`config.mk`:
```
export PLATFORM = sky130hd
export DESIGN_NAME = wb_rr_arbiter_flat
export DESIGN_NICKNAME = d
export VERILOG_FILES = /design/src/rtl/wb_rr_arbiter_pkg.sv /design/src/rtl/wb_rr_arbiter_if.sv /design/src/rtl/wb_rr_arbiter_rr_pick.sv /design/src/rtl/wb_rr_arbiter.sv /design/src/flat_wrapper.sv
export SDC_FILE = /design/constraint.sdc
export NUM_CORES = 1
export LEC_CHECK = 0
export CORE_MARGIN = 1
export CORE_UTILIZATION = 30
export CTS_CLUSTER_DIAMETER = 40
export DETAILED_ROUTE_END_ITERATION = 7
export HOLD_SLACK_MARGIN = 0.08
export PLACE_DENSITY_LB_ADDON = 0.3
export SYNTH_ARGS = -nofsm -noshare
export SYNTH_HDL_FRONTEND = slang
export SYNTH_SLANG_ARGS = --single-unit
```
`constraint.sdc`:
```
create_clock -name wb_clk_i -period 3.79 [get_ports wb_clk_i]
set_clock_uncertainty 0.1 [all_clocks]
set_input_delay 0.9475 -clock wb_clk_i [delete_from_list [all_inputs] [get_ports wb_clk_i]]
set_output_delay 0.9475 -clock wb_clk_i [all_outputs]
set_load 0.05 [all_outputs]
```
`src/rtl/wb_rr_arbiter_pkg.sv`:
```
// Shared definitions for the Wishbone round-robin arbiter: FSM encoding and sizing helpers.
package wb_arb_pkg;

    localparam int MAX_MASTERS = 8;

    typedef enum logic [1:0] {
        ST_IDLE   = 2'd0,
        ST_STROBE = 2'd1,
        ST_DRAIN  = 2'd2
    } arb_state_t;

    // Width needed to hold values 0..n-1, never less than one bit.
    function automatic int idx_width(input int n);
        return (n > 1) ? $clog2(n) : 1;
    endfunction

endpackage

```
`src/rtl/wb_rr_arbiter_if.sv`:
```
// Bus bundle between the Wishbone masters, the arbiter and the shared slave.
// The arbiter uses the slave view (it serves the masters); the bench/agents use the master view.
interface wb_rr_arbiter_if #(
    parameter int NUM_MASTERS    = 4,
    parameter int BUS_DATA_WIDTH = 32,
    parameter int BUS_ADDR_WIDTH = 8
);
    logic [NUM_MASTERS-1:0]                  m_cyc_i;
    logic [NUM_MASTERS-1:0]                  m_stb_i;
    logic [NUM_MASTERS-1:0]                  m_we_i;
    logic [NUM_MASTERS*BUS_DATA_WIDTH/8-1:0] m_sel_i;
    logic [NUM_MASTERS*BUS_ADDR_WIDTH-1:0]   m_adr_i;
    logic [NUM_MASTERS*BUS_DATA_WIDTH-1:0]   m_dat_i;
    logic [BUS_DATA_WIDTH-1:0]               m_dat_o;
    logic [NUM_MASTERS-1:0]                  m_ack_o;
    logic [NUM_MASTERS-1:0]                  m_err_o;
    logic                                    s_cyc_o;
    logic                                    s_stb_o;
    logic                                    s_we_o;
    logic [BUS_DATA_WIDTH/8-1:0]             s_sel_o;
    logic [BUS_ADDR_WIDTH-1:0]               s_adr_o;
    logic [BUS_DATA_WIDTH-1:0]               s_dat_o;
    logic [BUS_DATA_WIDTH-1:0]               s_dat_i;
    logic                                    s_ack_i;
    logic                                    s_err_i;
    logic [NUM_MASTERS-1:0]                  grant_o;

    modport slave (
        input  m_cyc_i, m_stb_i, m_we_i, m_sel_i, m_adr_i, m_dat_i,
        input  s_dat_i, s_ack_i, s_err_i,
        output m_dat_o, m_ack_o, m_err_o,
        output s_cyc_o, s_stb_o, s_we_o, s_sel_o, s_adr_o, s_dat_o,
        output grant_o
    );

    modport master (
        output m_cyc_i, m_stb_i, m_we_i, m_sel_i, m_adr_i, m_dat_i,
        output s_dat_i, s_ack_i, s_err_i,
        input  m_dat_o, m_ack_o, m_err_o,
        input  s_cyc_o, s_stb_o, s_we_o, s_sel_o, s_adr_o, s_dat_o,
        input  grant_o
    );

endinterface

```
`src/rtl/wb_rr_arbiter_rr_pick.sv`:
```
// Combinational round-robin picker: first requester strictly after last_idx, wrapping to 0.
module rr_pick #(
    parameter int NUM_MASTERS = 4,
    parameter int IDXW        = 2
) (
    input  logic [NUM_MASTERS-1:0] req,
    input  logic [IDXW-1:0]        last_idx,
    output logic [NUM_MASTERS-1:0] gnt,
    output logic [IDXW-1:0]        gnt_idx
);

    logic found;

    // Two ascending passes: indices above last_idx first, then the wrapped-around ones.
    always_comb begin
        gnt     = '0;
        gnt_idx = '0;
        found   = 1'b0;
        for (int k = 0; k < NUM_MASTERS; k++) begin
            if (!found && req[k] && (k > int'(last_idx))) begin
                gnt[k]  = 1'b1;
                gnt_idx = IDXW'(k);
                found   = 1'b1;
            end
        end
        for (int k = 0; k < NUM_MASTERS; k++) begin
            if (!found && req[k] && (k <= int'(last_idx))) begin
                gnt[k]  = 1'b1;
                gnt_idx = IDXW'(k);
                found   = 1'b1;
            end
        end
    end

endmodule

```
`src/rtl/wb_rr_arbiter.sv`:
```
// Round-robin arbiter letting several Wishbone masters share one slave bus, one access at a time.
// state   | meaning
// IDLE    | no owner; next requester after last_grant is latched and granted
// STROBE  | slave cycle driven for the owner; timeout counter running
// DRAIN   | ack/err already delivered; wait for slave ack/err to fall (or timeout)
module wb_rr_arbiter
    import wb_arb_pkg::*;
#(
    parameter int NUM_MASTERS    = 4,
    parameter int BUS_DATA_WIDTH = 32,
    parameter int BUS_ADDR_WIDTH = 8,
    parameter int TIMEOUT_CYCLES = 255
) (
    input  logic           wb_clk_i,
    input  logic           wb_rst_n_i,
    wb_rr_arbiter_if.slave bus
);

    localparam int SW   = BUS_DATA_WIDTH / 8;
    localparam int AW   = BUS_ADDR_WIDTH;
    localparam int DW   = BUS_DATA_WIDTH;
    localparam int IDXW = idx_width((NUM_MASTERS > MAX_MASTERS) ? MAX_MASTERS : NUM_MASTERS);
    localparam int CNTW = idx_width(TIMEOUT_CYCLES + 1);
    localparam logic [IDXW-1:0] LAST_RST = IDXW'(NUM_MASTERS - 1);

    arb_state_t             state;
    logic [IDXW-1:0]        last_grant;
    logic [IDXW-1:0]        owner;
    logic [CNTW-1:0]        cnt;
    logic [NUM_MASTERS-1:0] req;
    logic [NUM_MASTERS-1:0] pick_gnt;
    logic [IDXW-1:0]        pick_idx;
    logic                   cnt_done;

    assign req      = bus.m_cyc_i & bus.m_stb_i;
    assign cnt_done = (cnt == CNTW'(TIMEOUT_CYCLES - 1));

    rr_pick #(
        .NUM_MASTERS(NUM_MASTERS),
        .IDXW       (IDXW)
    ) u_pick (
        .req     (req),
        .last_idx(last_grant),
        .gnt     (pick_gnt),
        .gnt_idx (pick_idx)
    );

    always_ff @(posedge wb_clk_i) begin
        if (!wb_rst_n_i) begin
            state       <= ST_IDLE;
            last_grant  <= LAST_RST;
            owner       <= '0;
            cnt         <= '0;
            bus.grant_o <= '0;
            bus.m_ack_o <= '0;
            bus.m_err_o <= '0;
            bus.m_dat_o <= '0;
            bus.s_cyc_o <= 1'b0;
            bus.s_stb_o <= 1'b0;
            bus.s_we_o  <= 1'b0;
            bus.s_sel_o <= '0;
            bus.s_adr_o <= '0;
            bus.s_dat_o <= '0;
        end else begin
            bus.m_ack_o <= '0;
            bus.m_err_o <= '0;
            case (state)
                ST_IDLE: begin
                    if (|req) begin
                        state       <= ST_STROBE;
                        owner       <= pick_idx;
                        cnt         <= '0;
                        bus.grant_o <= pick_gnt;
                        bus.s_cyc_o <= 1'b1;
                        bus.s_stb_o <= 1'b1;
                        bus.s_we_o  <= bus.m_we_i[pick_idx];
                        bus.s_sel_o <= bus.m_sel_i[pick_idx*SW +: SW];
                        bus.s_adr_o <= bus.m_adr_i[pick_idx*AW +: AW];
                        bus.s_dat_o <= bus.m_dat_i[pick_idx*DW +: DW];
                    end
                end
                ST_STROBE: begin
                    if (bus.s_err_i || bus.s_ack_i || cnt_done) begin
                        state       <= ST_DRAIN;
                        cnt         <= '0;
                        bus.s_cyc_o <= 1'b0;
                        bus.s_stb_o <= 1'b0;
                        // err beats ack; no response at all means timeout, also an error
                        if (bus.s_err_i || !bus.s_ack_i) begin
                            bus.m_err_o <= bus.grant_o;
                        end else begin
                            bus.m_ack_o <= bus.grant_o;
                            if (!bus.s_we_o) begin
                                bus.m_dat_o <= bus.s_dat_i;
                            end
                        end
                    end else begin
                        cnt <= cnt + 1'b1;
                    end
                end
                ST_DRAIN: begin
                    if ((!bus.s_ack_i && !bus.s_err_i) || cnt_done) begin
                        state       <= ST_IDLE;
                        last_grant  <= owner;
                        bus.grant_o <= '0;
                    end else begin
                        cnt <= cnt + 1'b1;
                    end
                end
                default: state <= ST_IDLE;
            endcase
        end
    end

endmodule

```
`src/flat_wrapper.sv`:
```
// flat-port wrapper written by rule: the top's interface ports become plain ports
module wb_rr_arbiter_flat import wb_arb_pkg::*;
#(
    parameter int NUM_MASTERS    = 4,
    parameter int BUS_DATA_WIDTH = 32,
    parameter int BUS_ADDR_WIDTH = 8,
    parameter int TIMEOUT_CYCLES = 255
)
  (wb_clk_i, wb_rst_n_i, bus_m_cyc_i, bus_m_stb_i, bus_m_we_i, bus_m_sel_i, bus_m_adr_i, bus_m_dat_i, bus_s_dat_i, bus_s_ack_i, bus_s_err_i, bus_m_dat_o, bus_m_ack_o, bus_m_err_o, bus_s_cyc_o, bus_s_stb_o, bus_s_we_o, bus_s_sel_o, bus_s_adr_o, bus_s_dat_o, bus_grant_o);
  wb_rr_arbiter_if #(.NUM_MASTERS(NUM_MASTERS), .BUS_DATA_WIDTH(BUS_DATA_WIDTH), .BUS_ADDR_WIDTH(BUS_ADDR_WIDTH)) bus_i ();
  input  logic wb_clk_i;
  input  logic wb_rst_n_i;
  input wire logic [$bits(bus_i.m_cyc_i)-1:0] bus_m_cyc_i;
  input wire logic [$bits(bus_i.m_stb_i)-1:0] bus_m_stb_i;
  input wire logic [$bits(bus_i.m_we_i)-1:0] bus_m_we_i;
  input wire logic [$bits(bus_i.m_sel_i)-1:0] bus_m_sel_i;
  input wire logic [$bits(bus_i.m_adr_i)-1:0] bus_m_adr_i;
  input wire logic [$bits(bus_i.m_dat_i)-1:0] bus_m_dat_i;
  input wire logic [$bits(bus_i.s_dat_i)-1:0] bus_s_dat_i;
  input wire logic [$bits(bus_i.s_ack_i)-1:0] bus_s_ack_i;
  input wire logic [$bits(bus_i.s_err_i)-1:0] bus_s_err_i;
  output wire logic [$bits(bus_i.m_dat_o)-1:0] bus_m_dat_o;
  output wire logic [$bits(bus_i.m_ack_o)-1:0] bus_m_ack_o;
  output wire logic [$bits(bus_i.m_err_o)-1:0] bus_m_err_o;
  output wire logic [$bits(bus_i.s_cyc_o)-1:0] bus_s_cyc_o;
  output wire logic [$bits(bus_i.s_stb_o)-1:0] bus_s_stb_o;
  output wire logic [$bits(bus_i.s_we_o)-1:0] bus_s_we_o;
  output wire logic [$bits(bus_i.s_sel_o)-1:0] bus_s_sel_o;
  output wire logic [$bits(bus_i.s_adr_o)-1:0] bus_s_adr_o;
  output wire logic [$bits(bus_i.s_dat_o)-1:0] bus_s_dat_o;
  output wire logic [$bits(bus_i.grant_o)-1:0] bus_grant_o;
  assign bus_i.m_cyc_i = bus_m_cyc_i;
  assign bus_i.m_stb_i = bus_m_stb_i;
  assign bus_i.m_we_i = bus_m_we_i;
  assign bus_i.m_sel_i = bus_m_sel_i;
  assign bus_i.m_adr_i = bus_m_adr_i;
  assign bus_i.m_dat_i = bus_m_dat_i;
  assign bus_i.s_dat_i = bus_s_dat_i;
  assign bus_i.s_ack_i = bus_s_ack_i;
  assign bus_i.s_err_i = bus_s_err_i;
  assign bus_m_dat_o = bus_i.m_dat_o;
  assign bus_m_ack_o = bus_i.m_ack_o;
  assign bus_m_err_o = bus_i.m_err_o;
  assign bus_s_cyc_o = bus_i.s_cyc_o;
  assign bus_s_stb_o = bus_i.s_stb_o;
  assign bus_s_we_o = bus_i.s_we_o;
  assign bus_s_sel_o = bus_i.s_sel_o;
  assign bus_s_adr_o = bus_i.s_adr_o;
  assign bus_s_dat_o = bus_i.s_dat_o;
  assign bus_grant_o = bus_i.grant_o;
  wb_rr_arbiter #(.NUM_MASTERS(NUM_MASTERS), .BUS_DATA_WIDTH(BUS_DATA_WIDTH), .BUS_ADDR_WIDTH(BUS_ADDR_WIDTH), .TIMEOUT_CYCLES(TIMEOUT_CYCLES)) u_core (.wb_clk_i(wb_clk_i), .wb_rst_n_i(wb_rst_n_i), .bus(bus_i));
endmodule
```
* After elaboration in Yosys (flattened, before gate mapping)
Index checks and enable logic that the tools add are counted.
** Word-level totals
- Logic and storage cells :: 111
- Register bits :: 104
** Operators by class
- Reduce and logical (&&, ||, !) cells :: 39
- Equal/unequal tests :: 7
- Bitwise gates (word level) :: 6
- Muxes and demuxes :: 35
- Shift-type cells :: 3
- Magnitude comparators :: 7
- $add $sub $neg :: 1
** Operator list (number)
- variable part select 128 x 8 -> 32 bit :: 1
- variable part select 32 x 6 -> 8 bit :: 1
- two-way mux 8 bit :: 3
- case mux 8 bit (3 select lines) :: 1
- two-way mux 2 bit :: 9
- two-way mux 1 bit :: 16
- variable part select 16 x 5 -> 4 bit :: 1
- logical AND 1 bit :: 13
- AND reduction 3 bit :: 4
- adder 8 x 1 -> 8 bit (second input constant) :: 1
- equality test 8 bit (second input constant) :: 1
- zero test 1 bit :: 8
- two-way mux 4 bit :: 2
- case mux 4 bit (2 select lines) :: 1
- AND reduction 4 bit :: 2
- OR reduction 4 bit :: 2
- != test 2 x 1 -> 1 bit (second input constant) :: 3
- case mux 2 bit (3 select lines) :: 1
- inverter 1 bit :: 5
- bitwise AND 4 bit :: 1
- greater-than comparator 2 bit (first input constant) :: 2
- less-or-equal comparator 2 bit (first input constant) :: 2
- logical OR 1 bit :: 4
- AND reduction 2 bit :: 2
- 11 further kinds :: 12

* Depth between registers and ports, before layout
- Word-level depth :: 28
- Mapped depth :: 9

* Modules after synthesis
Synthesis repeated with hierarchy kept, for this count alone.
** Unflattened totals
- Cell total of the unflattened synthesis :: 576
- Area total of the unflattened synthesis :: 5485.3 um^2
** By module, submodules not included
- wb_rr_arbiter :: sequential area each 2082.0 um^2, instances 1, area an instance 5258.8 um^2, cells an instance 543
- rr_pick :: sequential area each 0.0 um^2, instances 1, area an instance 226.5 um^2, cells an instance 33

* Worst setup path after synthesis
OpenSTA, ideal clock, no wires.
- Path type :: in2reg
- From :: in bus_m_cyc_i[0]
- To :: reg u_core.bus.s_adr_o[7]
- Library setup time :: 0.128 ns
- Required time :: 3.562 ns
- Setup slack :: 1.317 ns
- Stages :: 8
- Data arrival time :: 2.245 ns
- Cell sequence :: a22o_1 -> a21o_1 -> a21o_1 -> buf_2 -> buf_2 -> mux2_1 -> nand2_1 -> a21oi_1
** On the way
- Longest elaborated chain between the ends :: 16
- Elaborated cells on any way between the ends :: 21
** RTL lines
- start: declaration :: line flat_wrapper.sv:13 : input wire logic [$bits(bus_i.m_cyc_i)-1:0] bus_m_cyc_i;
- bitwise AND 4 bit * :: line wb_rr_arbiter.sv:35 : assign req = bus.m_cyc_i & bus.m_stb_i;
- logical AND 1 bit :: line wb_rr_arbiter_rr_pick.sv:27 : if (!found && req[k] && (k <= int'(last_idx))) begin
- two-way mux 1 bit :: line wb_rr_arbiter_rr_pick.sv:27
- zero test 1 bit :: line wb_rr_arbiter_rr_pick.sv:27
- logical AND 1 bit (2 in series) :: line wb_rr_arbiter_rr_pick.sv:27
- two-way mux 1 bit :: line wb_rr_arbiter_rr_pick.sv:27
- zero test 1 bit :: line wb_rr_arbiter_rr_pick.sv:27
- logical AND 1 bit (2 in series) :: line wb_rr_arbiter_rr_pick.sv:27
- two-way mux 1 bit :: line wb_rr_arbiter_rr_pick.sv:27
- zero test 1 bit :: line wb_rr_arbiter_rr_pick.sv:27
- logical AND 1 bit (2 in series) :: line wb_rr_arbiter_rr_pick.sv:27
- two-way mux 2 bit :: line wb_rr_arbiter_rr_pick.sv:27
- variable part select 32 x 6 -> 8 bit :: line wb_rr_arbiter.sv:78 : bus.s_adr_o <= bus.m_adr_i[pick_idx*AW +: AW];
- end signal: assignment :: line wb_rr_arbiter.sv:78
- end: declaration :: line wb_rr_arbiter_if.sv:32 : output s_cyc_o, s_stb_o, s_we_o, s_sel_o, s_adr_o, s_dat_o,
Mark *: on every way between the ends. The rest lies on a longest branch, timed or not.
A chain may end at the register's enable or synchronous reset.

* Worst setup path after layout
Same ends and word-level chain as after synthesis.

==> out/metrics.cfg <==
[run_status]
outcome = completed

[yosys]
avgSynthCellArea_sq_um = 8.49
synth_top_family_by_area = compound AO/OA/AOI/OAI gates
synthCells = 608
synth_xor_area_share_pct = 1.02
ys_warn_count = 0
synth-simple-area-share_pct = 15.8
synth_flop_cell = dfxtp_1
async_flop_share_pct = 0
synthesis.area_sq_um = 5160
synth_mux_area_share_pct = 9.99
ys_seq_area_share_pct = 40.3
synth_compound_area_share_pct = 26.5
synth_edf_count = 0
ys_ff_latch = 104
synth_cell_types = 54
synthesis.nets = 839
synth-adder-area-share_pct = 1.70

[die]
coreArea_sq_um = 16700
initial_core_util_pct = 30.9
die-area_sq_um = 17700
dieWidth_microns = 133
pin_count = 315
num_rows = 47
die_height_microns = 133

[sta]
whs_ns = 0.362
drv_slew = 0
relSlewSlack_pct = 35.2
post-route-period-util_pct = 79.8
fmax_ghz = 0.330
period_minus_slack_ns = 3.03
rsz0062_at_grt = false
setup_tns_ns = 0
final-hold-violation-count = 0
tightest_slew_ns = 0.971
layout_setup_ws_ns = 0.764
finalSetupViolCount = 0

[grt]
grt-ovfl-total = 0
grt.total_usage_pct = 20.9
grt_pass1_vias = 5603
grt_pass1_wl_microns = 29000
grt_max_degree = 53
antenna_found_initial = 0

[clock_tree]
clk_path_buf_depth = 2
cts-buffers-inserted = 9
root_buffer = clkbuf_16
cts-htree-levels = 3
postCtsSetupBuffers = 0
clkSlewWorstSetupHoldPaths_ns = 0.07
cts-resized-gates = 0
cts_tree = yes
ctsHoldBuffers = 0
cts_sinks = 104
clock_latency_ns = 0.36

[setup_path]
start_kind = input port
cp-startpoint = bus_m_cyc_i[0]
critPathRequiredTime_ns = 3.97
worstRegToRegCells = 8
cp.arrival_ns = 3.21
r2r-start = u_core.state[0]
critical_path_class = input port to flip-flop
cp_top_family = compound AO/OA/AOI/OAI gates
worst-path-stages = 7
crit_path_end = u_core.bus.s_adr_o[7]
critical-path-slowest-cell = and3_2
worstPathCellList = clkdlybuf4s50_1 > a22oi_1 > o21ai_1 > o21ai_0 > and3_2 > a221oi_1 > a21oi_1
r2r_slack_ns = 1.42
critPathCaptureType = flip-flop
reg2reg_to = u_core.cnt[5]
crit_path_max_fanout = 45
cp_num_buf_inv = 1
cpPeakStageDelay_ns = 0.84

[finish]
syn_to_final_growth_pct = 70.0
n_fill_cell = 1591
nets = 1122
multi_input_area_sq_um = 2860
drive_gt1_share_pct = 5.13
utilization_pct = 52.5
num_antenna_cells = 0
stdcell_count = 1116
fin_area_sq_um = 8770
regArea_sq_um = 2080

[routing]
vias = 5667
drt-pass1-iter-count = 5
remaining_drc_errors = 0
first_iter_violations = 194
drt-wirelength-per-cell_microns = 16.5
ant_nets = 0
drt-total-wl_microns = 18400
via_per_inst = 5.08

[place]
globalplace.congestion = 0.813
dpl-instance-area_sq_um = 8480
portBuffers = 314
dp_hpwl_microns = 13400
place_inst = 1100
dp_slack_ns = 0.373

[pwr]
max-vdd-ir-drop_mv = 0.331
pwr-share-seq_pct = 31.1
p_sw_share_pct = 42.9
power.switching_mw = 1.99
p_clk_share_pct = 20.0
p_leak_nw = 3.21
internal_power_mw = 2.64
p_total_mw = 4.62
comb_power_share_pct = 48.9
p_per_area_nw_per_um2 = 527

[flow_run]
drv_cap = 0

[worst_hold_path]
hp-class = flip-flop to flip-flop
hold_path_depth = 2

## worst min-delay path by stage
| stage | start | to |
|---|---|---|
| after global routing | u_core.bus.m_dat_o[16] | u_core.bus.m_dat_o[16] |
| after floorplan | u_core.owner[1] | u_core.last_grant[1] |
| after detailed placement | u_core.bus.m_dat_o[6] | u_core.bus.m_dat_o[6] |
| after global placement | u_core.bus.m_dat_o[0] | u_core.bus.m_dat_o[0] |
| final | u_core.bus.m_dat_o[28] | u_core.bus.m_dat_o[28] |
| after CTS | u_core.bus.m_dat_o[6] | u_core.bus.m_dat_o[6] |
## placed cells by master, fill, tap and decap left out, drive strengths merged, types with 5 or more instances in the layout
cell           netlist  layout
clkdlybuf4s50        0     313
a21boi              33      33
clkbuf              34      10
inv                  4       7
nand2              124     124
nand3                8       8
ha                   7       7
mux2                44      44
buf                 19      12
and2                12      12
a21oi               48      48
dfxtp              104     104
nor3                 5       5
nor2                15      15
a221oi              44      44
o21ai               54      54
## layer usage
| metal | routed length, microns | vias to the layer above | part of all wire [%] | GRT usage (%) |
|---|---|---|---|---|
| met5 | 0 | - | 0 | 0 |
| met3 | 1710 | 31 | 9.3 | 6.85 |
| met4 | 487 | 0 | 2.6 | 7.89 |
| met1 | 7040 | 2601 | 38 | 22.9 |
| met2 | 9180 | 284 | 50 | 37.4 |
| li1 | - | 2751 | - | - |
## cells by family after synthesis
| group | count (synthesis) |
|---|---|
| flip-flops | 104 |
| XOR/XNOR | 6 |
| multiplexers | 46 |
| adder cells (fa/ha/maj) | 7 |
| AND/OR/NAND/NOR | 183 |
| buffers and inverters | 57 |
| AO/OA/AOI/OAI | 205 |
## synth_stat cells, types with 2 or more instances
cell type / count / area (sq um)
mux2_2: 6 / 67.6
a32o_1: 2 / 20.0
and2_1: 12 / 75.1
a21o_1: 2 / 15.0
inv_1: 4 / 15.0
ha_1: 7 / 87.6
nor2b_1: 4 / 25.0
a21oi_1: 48 / 240
a22o_1: 2 / 17.5
nand2_1: 124 / 465
a31oi_1: 4 / 25.0
nand3_1: 8 / 40.0
buf_4: 4 / 30.0
nand4_1: 3 / 18.8
xnor2_1: 2 / 17.5
a221oi_1: 44 / 385
a21boi_0: 33 / 248
clkbuf_1: 34 / 128
mux2_1: 38 / 428
a22oi_1: 2 / 15.0
o21ai_0: 49 / 245
xor2_1: 4 / 35.0
o21ai_1: 4 / 20.0
buf_2: 10 / 50.1
o211a_1: 3 / 30.0
buf_1: 5 / 18.8
dfxtp_1: 104 / 2080
mux2i_1: 2 / 20.0
nor3_1: 3 / 15.0
and3_1: 2 / 12.5
nor3_2: 2 / 20.0
nor2_1: 15 / 56.3
## final cells by class
| cell class | count | share of cell area [%] |
|---|---|---|
| clock buffer | 10 | 2.61 |
| clock inverter | 6 | 0.713 |
| inverter | 4 | 0.171 |
| multi-input combinational | 447 | 32.6 |
| sequential | 104 | 23.7 |
| tap | 220 | 3.14 |
| timing repair buffer | 325 | 37.0 |
## registers in the layout (all words and copies together), names as in the netlist
name	cells
u_core.owner	2
u_core.bus.m_err_o	4
u_core.bus.s_sel_o	4
u_core.bus.s_cyc_o	1
u_core.state	2
u_core.bus.m_ack_o	4
u_core.bus.s_adr_o	8
u_core.bus.grant_o	4
u_core.cnt	8
u_core.bus.m_dat_o	32
u_core.bus.s_we_o	1
u_core.last_grant	2
u_core.bus.s_dat_o	32
## power by group through the flow
stage               registers, mW  logic [mW]  clock network, mW
floorplan                    2.10       0.731                  0
global placement             1.45        2.26                  0
detailed placement           1.46        2.27                  0
CTS                          1.44        2.28              0.963
global route                 1.46        2.41              0.999
finish                       1.44        2.26              0.925
## worst min-delay path, stage by stage (launching register included)
cell and delay [ns]:
dfxtp_1 0.31, nand2_1 0.04, a21boi_0 0.06
No activity file was read; power rests on OpenSTA's default activity.
